**src/rtl/cu_fsm.sv**
```systemverilog
// OTTER control-unit sequencer: INIT -> FETCH -> EXEC [-> WB] -> FETCH, plus retire counter.
// Define CU_INTR_EN to add the one-cycle INTR entry state driven by FSM_intr & FSM_mie.
module cu_fsm #(
   parameter int RESET_CYCLES = 2,
   parameter int INSTRET_W    = 32
) (
   input  logic                 FSM_clk,
   input  logic                 FSM_rst_n,
   input  logic [6:0]           FSM_opcode,
   input  logic                 FSM_memRdy,
   input  logic                 FSM_intr,
   input  logic                 FSM_mie,
   output logic                 FSM_rst,
   output logic                 FSM_pcWrite,
   output logic                 FSM_regWrite,
   output logic                 FSM_memWE2,
   output logic                 FSM_memRDEN1,
   output logic                 FSM_memRDEN2,
   output logic                 FSM_illegal,
   output logic                 FSM_intTaken,
   output logic [INSTRET_W-1:0] FSM_instret
);

   localparam int              CW        = (RESET_CYCLES > 1) ? $clog2(RESET_CYCLES) : 1;
   localparam logic [CW-1:0]   INIT_LAST = CW'(RESET_CYCLES - 1);

   localparam logic [6:0] OP_LUI   = 7'b0110111;
   localparam logic [6:0] OP_AUIPC = 7'b0010111;
   localparam logic [6:0] OP_IMM   = 7'b0010011;
   localparam logic [6:0] OP_REG   = 7'b0110011;
   localparam logic [6:0] OP_JAL   = 7'b1101111;
   localparam logic [6:0] OP_JALR  = 7'b1100111;
   localparam logic [6:0] OP_BR    = 7'b1100011;
   localparam logic [6:0] OP_ST    = 7'b0100011;
   localparam logic [6:0] OP_LD    = 7'b0000011;

   typedef enum logic [2:0] {
      INIT,
      FETCH,
      EXEC,
      WB
`ifdef CU_INTR_EN
      , INTR
`endif
   } state_t;

   state_t                 r_state, w_next, w_after;
   logic [CW-1:0]          r_initCnt;
   logic [INSTRET_W-1:0]   r_instret;
   logic                   w_pend, w_retire;
   logic                   w_rst, w_pcWrite, w_regWrite, w_memWE2;
   logic                   w_memRDEN1, w_memRDEN2, w_illegal, w_intTaken;

`ifdef CU_INTR_EN
   assign w_pend = FSM_intr & FSM_mie;
`else
   logic w_unused;
   assign w_unused = FSM_intr ^ FSM_mie;
   assign w_pend   = 1'b0;
`endif

   // Destination after a retiring cycle (EXEC non-load, or WB completion).
   always_comb begin
      w_after = FETCH;
`ifdef CU_INTR_EN
      if (w_pend) w_after = INTR;
`endif
   end

   always_ff @(posedge FSM_clk or negedge FSM_rst_n) begin
      if (!FSM_rst_n) begin
         r_state   <= INIT;
         r_initCnt <= '0;
         r_instret <= '0;
      end else begin
         r_state <= w_next;
         if (r_state == INIT && r_initCnt != INIT_LAST) r_initCnt <= r_initCnt + 1'b1;
         if (w_retire) r_instret <= r_instret + 1'b1;
      end
   end

   always_comb begin
      w_next     = r_state;
      w_rst      = 1'b0;
      w_pcWrite  = 1'b0;
      w_regWrite = 1'b0;
      w_memWE2   = 1'b0;
      w_memRDEN1 = 1'b0;
      w_memRDEN2 = 1'b0;
      w_illegal  = 1'b0;
      w_intTaken = 1'b0;
      case (r_state)
         INIT: begin
            w_rst = 1'b1;
            if (r_initCnt == INIT_LAST) w_next = FETCH;
         end
         FETCH: begin
            w_memRDEN1 = 1'b1;
            w_next     = EXEC;
         end
         EXEC: begin
            w_next = w_after;
            case (FSM_opcode)
               OP_LUI, OP_AUIPC, OP_IMM, OP_REG, OP_JAL, OP_JALR: begin
                  w_pcWrite  = 1'b1;
                  w_regWrite = 1'b1;
               end
               OP_BR: w_pcWrite = 1'b1;
               OP_ST: begin
                  w_memWE2  = 1'b1;
                  w_pcWrite = 1'b1;
               end
               OP_LD: begin
                  w_memRDEN2 = 1'b1;
                  w_next     = WB;
               end
               // Unknown opcodes are skipped over but still retire.
               default: begin
                  w_illegal = 1'b1;
                  w_pcWrite = 1'b1;
               end
            endcase
         end
         WB: begin
            if (FSM_memRdy) begin
               w_regWrite = 1'b1;
               w_pcWrite  = 1'b1;
               w_next     = w_after;
            end
         end
`ifdef CU_INTR_EN
         INTR: begin
            w_intTaken = 1'b1;
            w_pcWrite  = 1'b1;
            w_next     = FETCH;
         end
`endif
         default: w_next = INIT;
      endcase
   end

   assign w_retire     = w_pcWrite & ((r_state == EXEC) | (r_state == WB));

   assign FSM_rst      = w_rst;
   assign FSM_pcWrite  = w_pcWrite;
   assign FSM_regWrite = w_regWrite;
   assign FSM_memWE2   = w_memWE2;
   assign FSM_memRDEN1 = w_memRDEN1;
   assign FSM_memRDEN2 = w_memRDEN2;
   assign FSM_illegal  = w_illegal;
   assign FSM_intTaken = w_intTaken;
   assign FSM_instret  = r_instret;

endmodule

```
**config.mk**
```make
export PLATFORM = sky130hd
export DESIGN_NAME = cu_fsm
export DESIGN_NICKNAME = d
export VERILOG_FILES = /design/src/rtl/cu_fsm.sv
export SDC_FILE = /design/constraint.sdc
export NUM_CORES = 1
export LEC_CHECK = 0
export ABC_CLOCK_PERIOD_IN_PS = 2100
export BUFFER_PORTS_ARGS = -buffer_cell sky130_fd_sc_hd__buf_2
export CAP_MARGIN = 20
export CORE_MARGIN = 2
export CORE_UTILIZATION = 30
export CTS_CLUSTER_SIZE = 8
export DETAILED_ROUTE_END_ITERATION = 8
export SYNTH_ARGS = -nofsm -noshare
export SYNTH_HDL_FRONTEND = slang
export SYNTH_SLANG_ARGS = --single-unit
```
**constraint.sdc**
```tcl
create_clock -name FSM_clk -period 2.1 [get_ports FSM_clk]
set_clock_uncertainty 0.2 [all_clocks]
set_input_delay 0.42 -clock FSM_clk [delete_from_list [all_inputs] [get_ports FSM_clk]]
set_output_delay 0.42 -clock FSM_clk [all_outputs]
set_load 0.05 [all_outputs]
```
==> results.cfg, run 1 <==
[status]
status = finished, violations left
violations = setup timing

[logic_synthesis]
synth_cells = 175
yosysSeqAreaShare_pct = 48.1
yosysUniqueCellTypes = 35
synth_warnings = 0
syn-num-nets = 188
ys_seq_elements = 35
synth.cell_area_um2 = 1820
avgSynthCellArea_um2 = 10.4

[routing]
viasPerCell = 5.01
finalWirelength_mm = 4.31
drtIter0Drc = 92
via_count = 1583
wl_per_cell_um = 13.6
drcViolationCount = 0
dr.pass1.iters = 6
ant_nets = 0

[die]
die_h_um = 81.9
floorplan.initialDensity_pct = 30.9
dieWidth_um = 81.9
core_area_um2 = 5890
die-area_um2 = 6700
rows = 28
io_pins = 52

[cts]
clk_pin_slew_ps = 60
ctsRootBufferMaster = clkbuf_8
htree_levels = 2
clk_latency_ps = 280
numCtsBuffers = 5
cts_buffer_depth = 2
tritoncts = built
clock_sinks = 35

[min_path]
hp-class = input pin to flop

[critical_path]
critPathRequiredTime_ps = 1480
arrival_ps = 1600
start_kind = input pin
crit_fanout = 4
end_kind = output port
worstSetupPathType = input pin to output port

[global_routing]
grt_max_degree = 36
grt_busiest_layer = met2
grtUsageMet3_pct = 3.19
antenna_found_initial = 0
track_usage_pct = 14.0
met2_usage_pct = 22.4
grt_remaining_overflow = 0
grtUsageMet1_pct = 18.1
grt_pass1_vias = 1575
grt_pass1_wl_mm = 7.25

[sta]
period_share_pct = 106
final-setup-viol-count = 1
fin_crit_ps = 2220
hold_viol_final = 0
finalWorstSetupSlack_ps = -124
fin_hold_ws_ps = 150
drv_slew = 0
fin_setup_tns_ps = -124
fmax_ghz = 0.450
rsz0062_at_grt = true

[layout]
areaGrowthSynthToFinish_pct = 35.0
final-instance-count-excl-fill = 316
fin_util_pct = 41.7
drive_gt1_share_pct = 36.9
diodes = 0
fillers = 600
finalNetCount = 253

[power_and_ir_drop]
irDropWorstVdd_mv = 1.06
power_leakage_uw = 0.00129
powerDensity_nw_per_um2 = 965

[place]
place_ws_ps = -202
dp.cells = 307
port_buffers = 48
gp_congestion = 0.778
dpl.hpwl_mm = 3.00

[job]
maxCapViolations = 0
## flip-flops by register name, summed over array words and instances (netlist names)
signal / count
r_state: 2
FSM_instret: 32
r_initCnt: 1
## logic make-up (layout without fill, tap and decap cells)
| kind of cell | count (synthesis) | after routing | share of synthesized area (%) |
|---|---|---|---|
| compound gates | 6 | 6 | 2.89 |
| xor+xnor | 31 | 31 | 14.9 |
| fa+ha+maj | 1 | 1 | 0.688 |
| buf+inv | 11 | 77 | 3.30 |
| flops | 35 | 35 | 48.1 |
| mux | 1 | 1 | 0.619 |
| other cells | 1 | 1 | 0.206 |
| simple gates | 89 | 89 | 29.2 |
## layout by cell type, fill, tap and decap left out, types with 2 or more instances in the layout
master,count
inv_1,2
clkbuf_8,7
xnor2_1,2
nor2_1,3
and3_1,6
nor3_1,11
nor4b_1,2
buf_6,3
dfrtp_1,34
xor2_1,29
nand2_2,2
nand2_1,11
buf_4,17
nand4_1,5
nor4_1,16
nand3_1,12
and4_1,7
nor4_2,2
buf_2,42
## routing by layer
metal  routed length (µm)  vias up
met2                 2020       40
met1                 2000      769
li1                     -      767
met4                   54        0
met5                    0        -
met3                  230        7
## area by class of cell
class                      count  area [µm²]  share of cell area [%]
sequential                    35         877                    35.7
tap                           75        93.8                    3.82
timing repair buffer          65         409                    16.7
multi-input combinational    129         955                    38.9
inverter                       4        21.3                   0.866
clock buffer                   8         100                    4.08
## worst paths after layout
check / from / slack, ps / to / cells after the start
min in group asynchronous: FSM_rst_n / 490 / FSM_instret[27] / 3
worst min-delay path: FSM_memRdy / 150 / r_state[1] / 2
max in group asynchronous: FSM_rst_n / 850 / r_state[1] / 3
worst max-delay path: FSM_opcode[6] / -120 / FSM_pcWrite / 5
worst max register to register: r_state[0] / 120 / FSM_instret[1] / 4
worst min register to register: FSM_instret[31] / 270 / FSM_instret[31] / 1
## worst max-delay path, cell delays in order
cell and delay [ps]:
buf_2 120, or4_4 560, o211ai_4 220, clkinvlp_4 120, buf_6 150
## cell usage after synthesis
cell | number | area, µm²
nand2_1 | 13 | 48.8
conb_1 | 1 | 3.75
nand3_1 | 12 | 60.1
nor4_1 | 18 | 113
mux2_1 | 1 | 11.3
clkbuf_1 | 1 | 3.75
nor3b_1 | 1 | 7.51
nor4b_1 | 2 | 17.5
nand4b_1 | 1 | 8.76
nor2b_1 | 2 | 12.5
or4_4 | 1 | 11.3
a21o_1 | 1 | 7.51
dfrtp_1 | 35 | 876
nor3_1 | 12 | 60.1
nand4_1 | 5 | 31.3
buf_2 | 3 | 15.0
nor2_2 | 1 | 6.26
buf_4 | 2 | 15.0
nand4_2 | 1 | 12.5
nand2b_1 | 1 | 6.26
and4_1 | 7 | 61.3
or2_2 | 1 | 6.26
xor2_1 | 29 | 254
or3b_2 | 1 | 8.76
xnor2_1 | 2 | 17.5
a31oi_1 | 1 | 6.26
nor2_1 | 3 | 11.3
o211ai_4 | 1 | 21.3
nand4bb_1 | 1 | 11.3
buf_6 | 1 | 11.3
ha_1 | 1 | 12.5
a21oi_1 | 2 | 10.0
inv_1 | 4 | 15.0
a21boi_0 | 1 | 7.51
and3_1 | 6 | 37.5
## power breakdown
group / total (µW) / switching, µW / leakage, µW / internal [µW]
Sequential: 852 / 95.7 / 0.000466 / 756
Combinational: 988 / 685 / 0.000776 / 303
Clock: 530 / 231 / 0.0000515 / 299
## repair_timing
action / CTS / global route
setup endpoints to repair: 5 / 5
resized for setup: 9 / 9
pin swaps: 4 / 1
setup buffers: 0 / 0
endpoints found under the hold margin: 35 / 0
hold buffers: 1 / 0
## stage by stage
step	instance area, µm²	total power (µW)
after detailed placement	2280	1810
after global placement	2280	1800
after floorplan	1860	1530
after global routing	2460	2510
final	2460	2370
after CTS	2420	2390
Note: power is estimated with default switching activity, not from simulation.
==> run 2: changes to the inputs <==
Settings changed: MAX_ROUTING_LAYER set to met4.
==> results.cfg, run 2 (synthesized netlist as in run 1, its figures left out) <==
[die]
die_h_um = 81.9
dieWidth_um = 81.9
floorplan.initialDensity_pct = 30.9
rows = 28
io_pins = 52
core_area_um2 = 5890
die-area_um2 = 6700

[sta]
fin_crit_ps = 2220
hold_viol_final = 0
final-setup-viol-count = 1
fin_hold_ws_ps = 149
period_share_pct = 106
drv_slew = 0
fmax_ghz = 0.450
finalWorstSetupSlack_ps = -123
fin_setup_tns_ps = -123
rsz0062_at_grt = true

[routing]
wl_per_cell_um = 13.7
viasPerCell = 4.99
drcViolationCount = 0
drtIter0Drc = 81
via_count = 1577
finalWirelength_mm = 4.32
ant_nets = 0
dr.pass1.iters = 7

[layout]
final_common_cell = buf_2
drive_gt1_share_pct = 36.9
areaGrowthSynthToFinish_pct = 35.0
largest_reg_flops = 32
layout_common_cells = buf_2 (42), dfrtp_1 (34), xor2_1 (29)
final-instance-count-excl-fill = 316
fin_area_um2 = 2460
diodes = 0
finalNetCount = 253
fin_util_pct = 41.7

[power_and_ir_drop]
p_comb_share_pct = 41.7
power_leakage_uw = 0.00129
switching_power_uw = 1010
irDropWorstVdd_mv = 1.06
cell_internal_pwr_uw = 1360
p_seq_share_pct = 35.9
powerDensity_nw_per_um2 = 965
power_switching_share_pct = 42.6
clkPwrFrac_pct = 22.4

[critical_path]
end_kind = output port
critPathRequiredTime_ps = 1480
arrival_ps = 1600
crit_fanout = 4
start_kind = input pin
worstSetupPathType = input pin to output port

[cts]
ctsRootBufferMaster = clkbuf_8
tritoncts = built
clk_latency_ps = 280
cts_buffer_depth = 2
numCtsBuffers = 5
clk_pin_slew_ps = 60
clock_sinks = 35
htree_levels = 2
cts_setup_buffers = 0

[global_routing]
grt_pass1_vias = 1573
grt_remaining_overflow = 0
antenna_found_initial = 0
track_usage_pct = 14.4
grt_pass1_wl_mm = 7.26
grt_max_degree = 36

[status]
status = finished, violations left
violations = setup timing

[place]
dp.cells = 307
port_buffers = 48
placed_area_um2 = 2280
dpl.hpwl_mm = 3.00
gp_congestion = 0.788

[job]
maxCapViolations = 0

[min_path]
hp-class = input pin to flop
## run 2: cell counts in the layout (fill, tap and decap cells not counted)
Identical to the previous run, type by type.
## run 2: power groups by stage
| stage | Combinational [µW] | Sequential (µW) | Clock, µW |
|---|---|---|---|
| finish | 987 | 852 | 531 |
| global route | 1060 | 871 | 578 |
| CTS | 985 | 853 | 550 |
| detailed placement | 942 | 865 | 0 |
| global placement | 932 | 864 | 0 |
| floorplan | 446 | 1090 | 0 |
## run 2: through the flow
step / worst slack, ps / total power (µW)
after floorplan: -267 / 1530
after global placement: -195 / 1800
after detailed placement: -202 / 1810
after CTS: -147 / 2390
after global routing: -191 / 2510
final: -123 / 2370
## run 2: final cells by class
| class | count | area [µm²] |
|---|---|---|
| fill | 600 | 3430 |
| multi-input combinational | 129 | 955 |
| sequential | 35 | 877 |
| timing repair buffer | 65 | 409 |
| clock buffer | 8 | 100 |
| tap | 75 | 93.8 |
| inverter | 4 | 21.3 |
## run 2: worst paths after layout
check | startpoint | endpoint | slack, ps | depth (start not counted)
max in group asynchronous | FSM_rst_n | r_state[1] | 860 | 3
min | FSM_memRdy | r_state[1] | 150 | 2
min reg2reg | FSM_instret[31] | FSM_instret[31] | 270 | 1
max reg2reg | r_state[0] | FSM_instret[1] | 120 | 4
max | FSM_opcode[6] | FSM_pcWrite | -120 | 5
min in group asynchronous | FSM_rst_n | FSM_instret[27] | 490 | 3
## run 2: timing repair
action	4_1_cts	5_1_grt
gates resized for setup	9	9
pin swaps	4	1
setup endpoints to repair	5	5
hold endpoints to repair	35	0
hold buffers	1	0
## run 2: per-layer routing
metal / wire (µm) / up-vias / GRT usage (%)
met5: 0 / - / -
met4: 54 / 0 / 6.00
met3: 223 / 7 / 3.19
met2: 2000 / 39 / 22.4
met1: 2040 / 764 / 18.3
li1: - / 767 / -
## run 2: worst max-delay path, stage by stage
cell        delay, ps
buf_2             120
or4_4             560
o211ai_4          220
clkinvlp_4        120
buf_6             150
==> run 3: changes to the inputs <==
Settings changed: BUFFER_PORTS_ARGS -buffer_cell sky130_fd_sc_hd__buf_2 to unset, DONT_BUFFER_PORTS set to 1, TNS_END_PERCENT set to 50.
==> results.cfg, run 3 (synthesized netlist as in run 1, its figures left out) <==
[sta]
drv_slew = 0
hold_viol_final = 0
final-setup-viol-count = 1
rsz0062_at_grt = true
fmax_ghz = 0.470
fin_crit_ps = 2130
tightestPinTransition_ps = 501
finalWorstSetupSlack_ps = -26.9
relSlewSlack_pct = 66.5
period_share_pct = 101

[place]
gp_congestion = 0.741
port_buffers = 0
dpl.hpwl_mm = 3.25

[die]
die_h_um = 81.9
rows = 28
die-area_um2 = 6700
floorplan.initialDensity_pct = 30.9
core_area_um2 = 5890
dieWidth_um = 81.9
io_pins = 52

[global_routing]
met2_usage_pct = 23.3
track_usage_pct = 14.6
grt_max_degree = 36
grtUsageMet3_pct = 4.73
grt_busiest_layer = met2
grt_pass1_wl_mm = 7.17
grtUsageMet1_pct = 17.6
grt_remaining_overflow = 0
antenna_found_initial = 0
grt_pass1_vias = 1465

[critical_path]
end_kind = output port
worstSetupPathType = flop to output port
critPathRequiredTime_ps = 1480
start_kind = flop
ff2ff_setup_slack_ps = 110
crit_fanout = 2
arrival_ps = 1510

[layout]
fin_util_pct = 41.4
final_common_cell = buf_4
regArea_um2 = 877
drive_gt1_share_pct = 30.0
largest_reg_flops = 32
diodes = 0
layout_common_cells = buf_4 (41), dfrtp_1 (34), xor2_1 (29)
finalNetCount = 235
multiInputGateArea_um2 = 918
fillers = 602
areaGrowthSynthToFinish_pct = 34.0

[status]
violations = setup timing
status = finished, violations left

[cts]
clk_latency_ps = 290
clock_sinks = 35
cts_buffer_depth = 2
htree_levels = 2
clk_pin_slew_ps = 70
tritoncts = built
ctsRootBufferMaster = clkbuf_8
numCtsBuffers = 5

[routing]
drtIter0Drc = 55
via_count = 1500
ant_nets = 0
drcViolationCount = 0
dr.pass1.iters = 4
finalWirelength_mm = 4.41
wl_per_cell_um = 14.8
viasPerCell = 5.03

[power_and_ir_drop]
power_uw = 2580
irDropWorstVdd_mv = 0.778
power_leakage_uw = 0.00123
powerDensity_nw_per_um2 = 1060

[min_path]
hp-class = input pin to flop

[job]
maxCapViolations = 0
run 3: worst max-delay path: stages, from the launching register on:
cell and delay, ps:
dfrtp_1 380, or4_4 450, o211ai_4 200, inv_2 50, buf_6 150
run 3: path summary, 6_finish.rpt:
path,start,end,depth (start not counted)
max in group asynchronous,FSM_rst_n,r_state[1],2
min in group asynchronous,FSM_rst_n,FSM_instret[25],2
min,FSM_memRdy,r_state[1],1
max reg2reg,r_state[0],FSM_instret[1],5
min reg2reg,r_initCnt,r_initCnt,1
max,r_state[0],FSM_pcWrite,4
run 3: cell type report:
class / count / area share, %
Inverter: 4 / 0.616
Timing Repair Buffer: 47 / 16.4
Tap cell: 75 / 3.85
Clock inverter: 2 / 2.46
Sequential cell: 35 / 36.0
Clock buffer: 6 / 2.98
Multi-Input combinational cell: 129 / 37.7
run 3: stage by stage:
stage	cells	hold slack [ps]	setup slack (ps)	TNS, ps	cell area [µm²]
2_1_floorplan	175	-75.6	-313	-714	1850
3_3_place_gp	287	-74.6	38.0	0	2250
3_5_place_dp	287	-74.7	21.7	0	2250
4_1_cts	298	15.1	-69.5	-69.5	2430
5_1_grt	298	16.7	-91.5	-150	2440
6_report	298	22.9	-26.9	-26.9	2440
run 3: repair_timing:
item,4_1_cts,5_1_grt
buffers inserted,1,0
pin swaps,2,1
hold buffers,2,0
resized for setup,2,4
setup endpoints to repair,1,10
endpoints found under the hold margin,35,0
run 3: report_power, final:
group          switching [µW]  total (µW)  internal (µW)  leakage [µW]
Clock                     244         719            475     0.0000654
Sequential               61.9         818            756      0.000466
Combinational             710        1040            332      0.000699
run 3: per-layer routing:
metal | wire length [µm] | vias to the layer above
met2 | 2200 | 32
li1 | - | 731
met3 | 225 | 5
met4 | 31 | 0
met1 | 1950 | 732
met5 | 0 | -
